**config.mk**
```make
export PLATFORM = sky130hd
export DESIGN_NAME = stepper_move_ctrl_flat
export DESIGN_NICKNAME = d
export VERILOG_FILES = /design/src/rtl/stepper_move_if.sv /design/src/rtl/stepper_move_ctrl.sv /design/src/flat_wrapper.sv
export SDC_FILE = /design/constraint.sdc
export NUM_CORES = 1
export LEC_CHECK = 0
export ABC_AREA = 1
export CAP_MARGIN = 20
export CORE_ASPECT_RATIO = 1.1
export CORE_MARGIN = 4
export CORE_UTILIZATION = 25
export CTS_BUF_LIST = sky130_fd_sc_hd__clkbuf_8 sky130_fd_sc_hd__clkbuf_16
export CTS_CLUSTER_SIZE = 8
export DETAILED_ROUTE_END_ITERATION = 6
export PLACE_DENSITY = 0.41
export SLEW_MARGIN = 25
export SYNTH_ARGS = -nofsm -noshare
export SYNTH_HDL_FRONTEND = slang
export SYNTH_SLANG_ARGS = --single-unit
```
**constraint.sdc**
```tcl
create_clock -name clk -period 3.8 [get_ports clk]
set_clock_uncertainty 0.15 [all_clocks]
set_input_delay 0.76 -clock clk [delete_from_list [all_inputs] [get_ports clk]]
set_output_delay 0.76 -clock clk [all_outputs]
set_load 0.01 [all_outputs]
```
**src/rtl/stepper_move_if.sv**
```systemverilog
// Command channel between the floor-request logic (master) and the stepper
// move sequencer (slave): an absolute target position plus a step interval,
// transferred on a valid/ready handshake.
interface stepper_move_if #(
  parameter int POS_W = 16,
  parameter int DIV_W = 20
) ();

  logic             cmd_valid;
  logic             cmd_ready;
  logic [POS_W-1:0] cmd_target;
  logic [DIV_W-1:0] cmd_period;

  modport master (
    output cmd_valid,
    output cmd_target,
    output cmd_period,
    input  cmd_ready
  );

  modport slave (
    input  cmd_valid,
    input  cmd_target,
    input  cmd_period,
    output cmd_ready
  );

endinterface

```
**src/rtl/stepper_move_ctrl.sv**
```systemverilog
// Move sequencer for the elevator stepper drive.
// Accepts absolute-position moves, emits single-cycle step strobes spaced by a
// programmable interval together with a direction level, tracks the shaft
// position, and pulses done after a settle dwell equal to one interval.
//
// Optional build macro: STEP_RAMP_EN
//   defined   -> acceleration ramp; interval before step k is
//                P + (RAMP_EXTRA >> (k-1)).
//   undefined -> every interval is exactly P; no ramp logic is built.
module stepper_move_ctrl #(
  parameter int POS_W      = 16,
  parameter int DIV_W      = 20,
  parameter int RAMP_EXTRA = 256
) (
  input  logic             clk,
  input  logic             reset,
  stepper_move_if.slave    cmd_if,
  input  logic             i_abort,
  output logic             o_step,
  output logic             o_dir,
  output logic [POS_W-1:0] o_position,
  output logic             o_busy,
  output logic             o_done
);

  // One spare bit so that P plus the ramp term never overflows the counter.
  localparam int CNT_W = DIV_W + 1;

  // The ramp term is held in a DIV_W-bit register, so it has to fit there.
  if (RAMP_EXTRA < 0 || RAMP_EXTRA >= (1 << DIV_W)) begin : g_ramp_extra_range
    $error("RAMP_EXTRA must lie in 0 .. 2**DIV_W-1");
  end

  typedef enum logic [1:0] {
    S_IDLE,
    S_RUN,
    S_DWELL,
    S_DONE
  } state_t;

  state_t             r_state;
  state_t             w_next_state;

  logic [POS_W-1:0]   r_target;
  logic [DIV_W-1:0]   r_period;
  logic [CNT_W-1:0]   r_cnt;
  logic               r_step;
  logic               r_dir;
  logic [POS_W-1:0]   r_position;
  logic               r_done;

  logic [POS_W-1:0]   w_target_nxt;
  logic [DIV_W-1:0]   w_period_nxt;
  logic [CNT_W-1:0]   w_cnt_nxt;
  logic               w_step_nxt;
  logic               w_dir_nxt;
  logic [POS_W-1:0]   w_position_nxt;
  logic               w_done_nxt;

  logic               w_accept;
  logic [DIV_W-1:0]   w_period_eff;
  logic [CNT_W-1:0]   w_period_ext;
  logic [CNT_W-1:0]   w_first_load;
  logic [CNT_W-1:0]   w_step_load;
  logic               w_cnt_expired;

  // Handshake is only open in IDLE; a zero interval behaves like one cycle.
  assign w_accept      = cmd_if.cmd_valid && (r_state == S_IDLE);
  assign w_period_eff  = (cmd_if.cmd_period == '0) ? DIV_W'(1) : cmd_if.cmd_period;
  assign w_period_ext  = {1'b0, r_period};
  assign w_cnt_expired = (r_cnt <= CNT_W'(1));

`ifdef STEP_RAMP_EN
  localparam logic [DIV_W-1:0] LP_RAMP = DIV_W'(RAMP_EXTRA);

  logic [DIV_W-1:0] r_extra;
  logic [DIV_W-1:0] w_extra_nxt;

  // First interval carries the full ramp term; each later one carries half
  // of the term used before it.
  assign w_first_load = {1'b0, w_period_eff} + {1'b0, LP_RAMP};
  assign w_step_load  = w_period_ext + {1'b0, (r_extra >> 1)};

  // Ramp term register: reloaded on acceptance, halved at every step.
  always_ff @(posedge clk or posedge reset) begin
    if (reset) begin
      r_extra <= '0;
    end else begin
      r_extra <= w_extra_nxt;
    end
  end

  // Next value of the ramp term.
  always_comb begin
    w_extra_nxt = r_extra;
    if (w_accept) begin
      w_extra_nxt = LP_RAMP;
    end else if (r_state == S_RUN && !i_abort && w_cnt_expired) begin
      w_extra_nxt = r_extra >> 1;
    end
  end
`else
  assign w_first_load = {1'b0, w_period_eff};
  assign w_step_load  = w_period_ext;
`endif

  // State and datapath registers; everything observable resets to idle values.
  always_ff @(posedge clk or posedge reset) begin
    if (reset) begin
      r_state    <= S_IDLE;
      r_target   <= '0;
      r_period   <= '0;
      r_cnt      <= '0;
      r_step     <= 1'b0;
      r_dir      <= 1'b1;
      r_position <= '0;
      r_done     <= 1'b0;
    end else begin
      // NOTE: clocked state uses non-blocking assignments so every register
      // samples the pre-edge values; the combinational block below uses
      // blocking assignments because later lines read earlier results.
      r_state    <= w_next_state;
      r_target   <= w_target_nxt;
      r_period   <= w_period_nxt;
      r_cnt      <= w_cnt_nxt;
      r_step     <= w_step_nxt;
      r_dir      <= w_dir_nxt;
      r_position <= w_position_nxt;
      r_done     <= w_done_nxt;
    end
  end

  // Next-state and next-register decode for the move sequencer.
  always_comb begin
    // NOTE: every output of this block gets a default first, so no path can
    // leave one unassigned and infer a latch.
    w_next_state   = r_state;
    w_target_nxt   = r_target;
    w_period_nxt   = r_period;
    w_cnt_nxt      = r_cnt;
    w_step_nxt     = 1'b0;
    w_dir_nxt      = r_dir;
    w_position_nxt = r_position;
    w_done_nxt     = 1'b0;

    unique case (r_state)
      S_IDLE: begin
        if (w_accept) begin
          w_target_nxt = cmd_if.cmd_target;
          w_period_nxt = w_period_eff;
          if (cmd_if.cmd_target == r_position) begin
            // Already there: no steps, direction left as it was.
            w_next_state = S_DONE;
          end else begin
            w_dir_nxt    = (cmd_if.cmd_target > r_position);
            w_cnt_nxt    = w_first_load;
            w_next_state = S_RUN;
          end
        end
      end

      S_RUN: begin
        if (i_abort) begin
          // Abort beats a coincident step boundary; settle before reporting.
          w_cnt_nxt    = w_period_ext;
          w_next_state = S_DWELL;
        end else if (w_cnt_expired) begin
          w_step_nxt     = 1'b1;
          w_position_nxt = r_dir ? (r_position + POS_W'(1))
                                 : (r_position - POS_W'(1));
          if (w_position_nxt == r_target) begin
            w_cnt_nxt    = w_period_ext;
            w_next_state = S_DWELL;
          end else begin
            w_cnt_nxt = w_step_load;
          end
        end else begin
          w_cnt_nxt = r_cnt - CNT_W'(1);
        end
      end

      S_DWELL: begin
        if (w_cnt_expired) begin
          w_next_state = S_DONE;
        end else begin
          w_cnt_nxt = r_cnt - CNT_W'(1);
        end
      end

      S_DONE: begin
        // Two cycles here: the first raises done, the second returns to IDLE,
        // so busy still covers the cycle in which done is high.
        if (r_done) begin
          w_next_state = S_IDLE;
        end else begin
          w_done_nxt = 1'b1;
        end
      end

      default: begin
        w_next_state = S_IDLE;
      end
    endcase
  end

  assign cmd_if.cmd_ready = (r_state == S_IDLE);
  assign o_busy           = (r_state != S_IDLE);
  assign o_step           = r_step;
  assign o_dir            = r_dir;
  assign o_position       = r_position;
  assign o_done           = r_done;

endmodule

```
**src/flat_wrapper.sv**
```systemverilog
// flat-port wrapper written by rule: the top's interface ports become plain ports
module stepper_move_ctrl_flat 
#(
  parameter int POS_W      = 16,
  parameter int DIV_W      = 20,
  parameter int RAMP_EXTRA = 256
)
  (clk, reset, i_abort, o_step, o_dir, o_position, o_busy, o_done, cmd_if_cmd_valid, cmd_if_cmd_target, cmd_if_cmd_period, cmd_if_cmd_ready);
  stepper_move_if #(.POS_W(POS_W), .DIV_W(DIV_W)) cmd_if_i ();
  input  logic clk;
  input  logic reset;
  input  logic i_abort;
  output logic o_step;
  output logic o_dir;
  output logic [POS_W-1:0] o_position;
  output logic o_busy;
  output logic o_done;
  input wire logic [$bits(cmd_if_i.cmd_valid)-1:0] cmd_if_cmd_valid;
  input wire logic [$bits(cmd_if_i.cmd_target)-1:0] cmd_if_cmd_target;
  input wire logic [$bits(cmd_if_i.cmd_period)-1:0] cmd_if_cmd_period;
  output wire logic [$bits(cmd_if_i.cmd_ready)-1:0] cmd_if_cmd_ready;
  assign cmd_if_i.cmd_valid = cmd_if_cmd_valid;
  assign cmd_if_i.cmd_target = cmd_if_cmd_target;
  assign cmd_if_i.cmd_period = cmd_if_cmd_period;
  assign cmd_if_cmd_ready = cmd_if_i.cmd_ready;
  stepper_move_ctrl #(.POS_W(POS_W), .DIV_W(DIV_W), .RAMP_EXTRA(RAMP_EXTRA)) u_core (.clk(clk), .reset(reset), .cmd_if(cmd_if_i), .i_abort(i_abort), .o_step(o_step), .o_dir(o_dir), .o_position(o_position), .o_busy(o_busy), .o_done(o_done));
endmodule
```
# --- After elaboration in Yosys (flattened, before gate mapping) ---
# Cells that the tools add are included.
word_totals:
  inputBits: 40
  out_inout_bits: 21
  ff_bits: 78
  elab_cells: 58
op_classes:
  n_eq_ne: 12
  n_reduce_logical: 10
  mux: 21
  order_cmp: 2
  add_sub_neg: 3
  n_bitwise: 2
ops:
  columns: ["operator", "count"]
  rows:
  - ["two-way mux 21 bit", 5]
  - ["case mux 21 bit (3 select lines)", 1]
  - ["== test 16 bit", 2]
  - ["less-or-equal comparator 21 x 1 -> 1 bit (second input constant)", 1]
  - ["subtractor 21 x 1 -> 21 bit (second input constant)", 1]
  - ["zero test 20 bit", 1]
  - ["two-way mux 20 bit", 1]
  - ["adder 16 x 1 -> 16 bit (second input constant)", 1]
  - ["> comparator 16 bit", 1]
  - ["two-way mux 16 bit", 1]
  - ["subtractor 16 x 1 -> 16 bit (second input constant)", 1]
  - ["two-way mux 2 bit", 7]
  - ["case mux 2 bit (4 select lines)", 1]
  - ["!= test 2 x 1 -> 1 bit (second input constant)", 3]
  - ["!= test 3 x 2 -> 1 bit (second input constant)", 2]
  - ["AND reduction 3 bit", 2]
  - ["two-way mux 1 bit", 5]
  - ["AND reduction 5 bit", 1]
  - ["== test 2 bit (second input constant)", 2]
  - ["!= test 2 bit (second input constant)", 2]
  - ["AND reduction 4 bit", 1]
  - ["nonzero test 3 bit", 1]
  - ["== test 2 x 1 -> 1 bit (second input constant)", 1]
  - ["zero test 2 bit", 1]
  - ["other kinds (4)", 5]

# --- Logic depth before layout (Yosys ltp) ---
depth:
  word_depth: 7
  mapped_depth: 20
  depth_no_buf: 20

# --- Least setup slack after synthesis ---
# Ideal clock, no wire load.
synth_timing:
  kind: "register -> register"
  start: "reg u_core.r_dir (netlist: u_core.o_dir)"
  end: "reg u_core.r_state[0]"
  stages_incl_launch_ff: 19
  arrival_ps: 2349
  required_time_ps: 3533
  n_path_buf: 0
  period_less_slack_ps: 2616
  setup_ps: 117
  slack_ps: 1184
  path_cell_list: "dfstp_2 -> inv_1 -> ha_1 -> nand2_2 -> inv_1 -> a21oi_1 -> nand2_1 -> nand2_1 -> nand3_1 -> nand2_1 -> nand2_1 -> nor2_1 -> nand2_1 -> nor2_1 -> nand3_1 -> nand2_2 -> nand2_2 -> nand2_1 -> nand2_1"
synth_between:
  elab_chain_len: 4
synth_rtl:
  columns: ["item", "line", "source"]
  rows:
  - ["start: declaration", "stepper_move_ctrl.sv:48", "logic r_dir;"]
  - ["start signal: assignment", "stepper_move_ctrl.sv:127", "r_dir <= w_dir_nxt;"]
  - ["two-way mux 16 bit", "stepper_move_ctrl.sv:169", "w_position_nxt = r_dir ? (r_position + POS_W'(1))"]
  - ["== test 16 bit", "stepper_move_ctrl.sv:171", "if (w_position_nxt == r_target) begin"]
  - ["!= test 3 x 2 -> 1 bit (no line)", null, null]
  - ["AND reduction 5 bit (no line)", null, null]
  - ["end signal: assignment", "stepper_move_ctrl.sv:122", "r_state <= w_next_state;"]
  - ["end: declaration", "stepper_move_ctrl.sv:41", "state_t r_state;"]
# Every way passes these cells.
# A chain may end at the register's enable or synchronous reset.

# --- Final worst setup path ---
layout_timing:
  start: "reg u_core.r_dir (netlist: u_core.o_dir)"
  end: "reg u_core.r_state[1]"
# The elaborated chain is that of the path after synthesis.

==> metrics <==
Die ar. 25220 µm²; number of flops mapped to enable cells by yosys 0; crit path cell chain inv_1 -> ha_1 -> a21oi_1 -> o21ai_0 -> a21oi_1 -> nand3_1 -> nand3_1 -> nand2_1 -> nor2_1 -> nand3_1 -> nand2_2 -> nand2_2 -> nand2_1 -> nand2_1; Total GRT Usage 14.89%; commonest non-fill, non-tap cell in the layout nand2_1; Worst Path Required 3890 ps; Post-CTS Setup Bufs 0; Worst-path clk slew 70 ps; wire length per cell 15.77 µm; P per Cell Area 781.0 nW/µm²; fin util 31.10%; final WL 18210 µm; most frequent cells in the layout 232 x nand2_1, 102 x inv_1, 77 x dfrtp_1; Post-DP HPWL 13950 µm; post-synthesis register bit count 78; post-CTS sizing 0; worst skew pair latency 350 ps; grt ovf 0; Post-Syn Area 5684 µm²; Min-Delay Path Class register to register; port bufs 60; Crit path largest cell delay 530 ps; Top FF cell, synth dfrtp_1; Die Height 166.1 µm; Worst slew margin 52.67%; status finished clean; crit path capture type register; total CTS buffers 9; syn nets 871; Crit-path slowest cell dfstp_2; Synth async-reset ratio 100.0%; CTS Hold Bufs 0; Synth cell types 45; die width 151.8 µm; initial antenna violation count 0; DRC Markers 0; core area 22250 µm²; largest net degree at the start of global routing 36; fin crit period 3091 ps; via/cell ratio 4.616; critical path type register to register; clock root cell clkbuf_16; TNS Setup 0 ps; Least-Margin Pin Slew 692.1 ps; Crit path max-delay family simple AND/OR/NAND/NOR gates; Detail Route Antenna Nets 0; initial core utilization 25.55%; register area share after synthesis 34.36%; row count 57; Mapped Cells 794; CP Launch Type register; Pleak 3.358 nW; Max-Cap Viols 0; Crit Path Max Fanout 14; YS warnings 0; Peak Freq 323.5 MHz; Fin. Hold Viols 0; Pre-antenna DRT Iters 4; Top Ports 61; Avg Synthesized Cell Area 7.159 µm²; clock buffer depth 2; Synth-to-Final Area Change 21.73%; gpl congestion 0.8199; Final Max Slew Viols 0; ant diodes 0; TritonCTS Sinks 78; Final nets 932; Final Setup Violations 0; fin crit share 81.35%; Buf+Inv Stages, Crit Path 1; drt first-iter violations 254; via count 5331; global-route wire length before repair 29460 µm; maximum vdd drop 0.2643 mV; CTS tree yes; RSZ-0062 raised after global routing no; vias in the first global route 5503; CTS H-tree depth 3; fraction of layout cells with a size suffix above 1 7.791%; Arrival @ worst endpoint 3180 ps
flip-flops by register name, summed over array words and instances (netlist names):
signal             count
u_core.o_step          1
u_core.o_done          1
u_core.o_dir           1
u_core.r_cnt          21
u_core.r_target       16
u_core.r_period       20
u_core.o_position     16
u_core.r_state         2
worst reg2reg max path, delay by kind of cell, from the launching register on:
kind,cells,cell delay (ps)
AO/OA/AOI/OAI,3,650
AND/OR/NAND/NOR,9,910
adder cells (fa/ha/maj),1,490
flip-flops,1,530
buffers and inverters,1,250
logic make-up after synthesis:
| logic type | share of synthesized area, % |
|---|---|
| AND/OR/NAND/NOR | 29.74 |
| AO/OA/AOI/OAI | 15.08 |
| buffers and inverters | 9.157 |
| flip-flops | 34.36 |
| adder cells (fa/ha/maj) | 8.276 |
| XOR/XNOR | 3.390 |
power breakdown:
part	internal (W)	total, W	switching (W)
logic	0.00112	0.00316	0.00204
clock network	0.000466	0.000872	0.000406
registers	0.00115	0.00138	0.000222
cell usage after synthesis (all sizes together) (4+ instances only):
| library cell | instances | area (µm²) |
|---|---|---|
| clkbuf | 13 | 48.80 |
| dfrtp | 77 | 1927 |
| a31oi | 19 | 118.9 |
| nor3 | 4 | 31.28 |
| xnor2 | 4 | 35.03 |
| inv | 108 | 412.9 |
| o21ai | 73 | 406.6 |
| nand2 | 239 | 919.6 |
| a21oi | 27 | 146.4 |
| buf | 8 | 55.04 |
| nor4 | 5 | 31.28 |
| nor2 | 48 | 209.0 |
| nand3b | 4 | 30.03 |
| xor2 | 18 | 157.7 |
| nand3 | 74 | 390.4 |
| nand4 | 7 | 50.05 |
| o211ai | 20 | 160.2 |
| ha | 36 | 450.4 |
worst paths after layout:
check,startpoint,endpoint,slack (ps),depth (start not counted)
setup / recovery,u_core.o_dir$_DFFE_PP1P_,u_core.r_state[1]$_DFFE_PP0P_,710,14
hold / removal,u_core.r_period[14]$_DFFE_PP0P_,u_core.r_period[14]$_DFFE_PP0P_,330,2
setup reg to reg,u_core.o_dir$_DFFE_PP1P_,u_core.r_state[1]$_DFFE_PP0P_,710,14
hold reg to reg,u_core.r_period[14]$_DFFE_PP0P_,u_core.r_period[14]$_DFFE_PP0P_,330,2
max in group asynchronous,reset,u_core.r_period[16]$_DFFE_PP0P_,2030,3
min in group asynchronous,reset,u_core.r_target[1]$_DFFE_PP0P_,660,2
per-layer routing:
metal / share of wire (%) / global-route usage [%] / vias up
met5: 0 / 0 / -
met4: 1.6 / 4.807 / 0
met3: 2.7 / 1.856 / 18
met2: 52 / 26.70 / 73
met1: 44 / 18.28 / 2502
li1: - / - / 2738
cell type report:
type	instances	area, µm²
fillers	2509	15330
multi-input cells	586	3211
flip-flops and latches	78	1953
repair buffers	71	683.2
inverters	109	417.9
well taps	295	369.1
clock buffers	10	239.0
clock inverters	6	46.29
metrics by stage:
| step | worst slack, ps | hold slack (ps) | power [W] | area, µm² | std cells |
|---|---|---|---|---|---|
| 6_report | 708.6 | 332.8 | 0.005404 | 6919 | 1155 |
| 4_1_cts | 664.6 | 338.0 | 0.005482 | 6919 | 1155 |
| 2_1_floorplan | 896.6 | 297.9 | 0.003704 | 5684 | 794 |
| 5_1_grt | 433.3 | 357.8 | 0.005979 | 6919 | 1155 |
| 3_3_place_gp | 604.1 | 317.9 | 0.004593 | 6634 | 1139 |
| 3_5_place_dp | 582.5 | 317.7 | 0.004575 | 6634 | 1139 |
(Power assumes the default switching activity.)
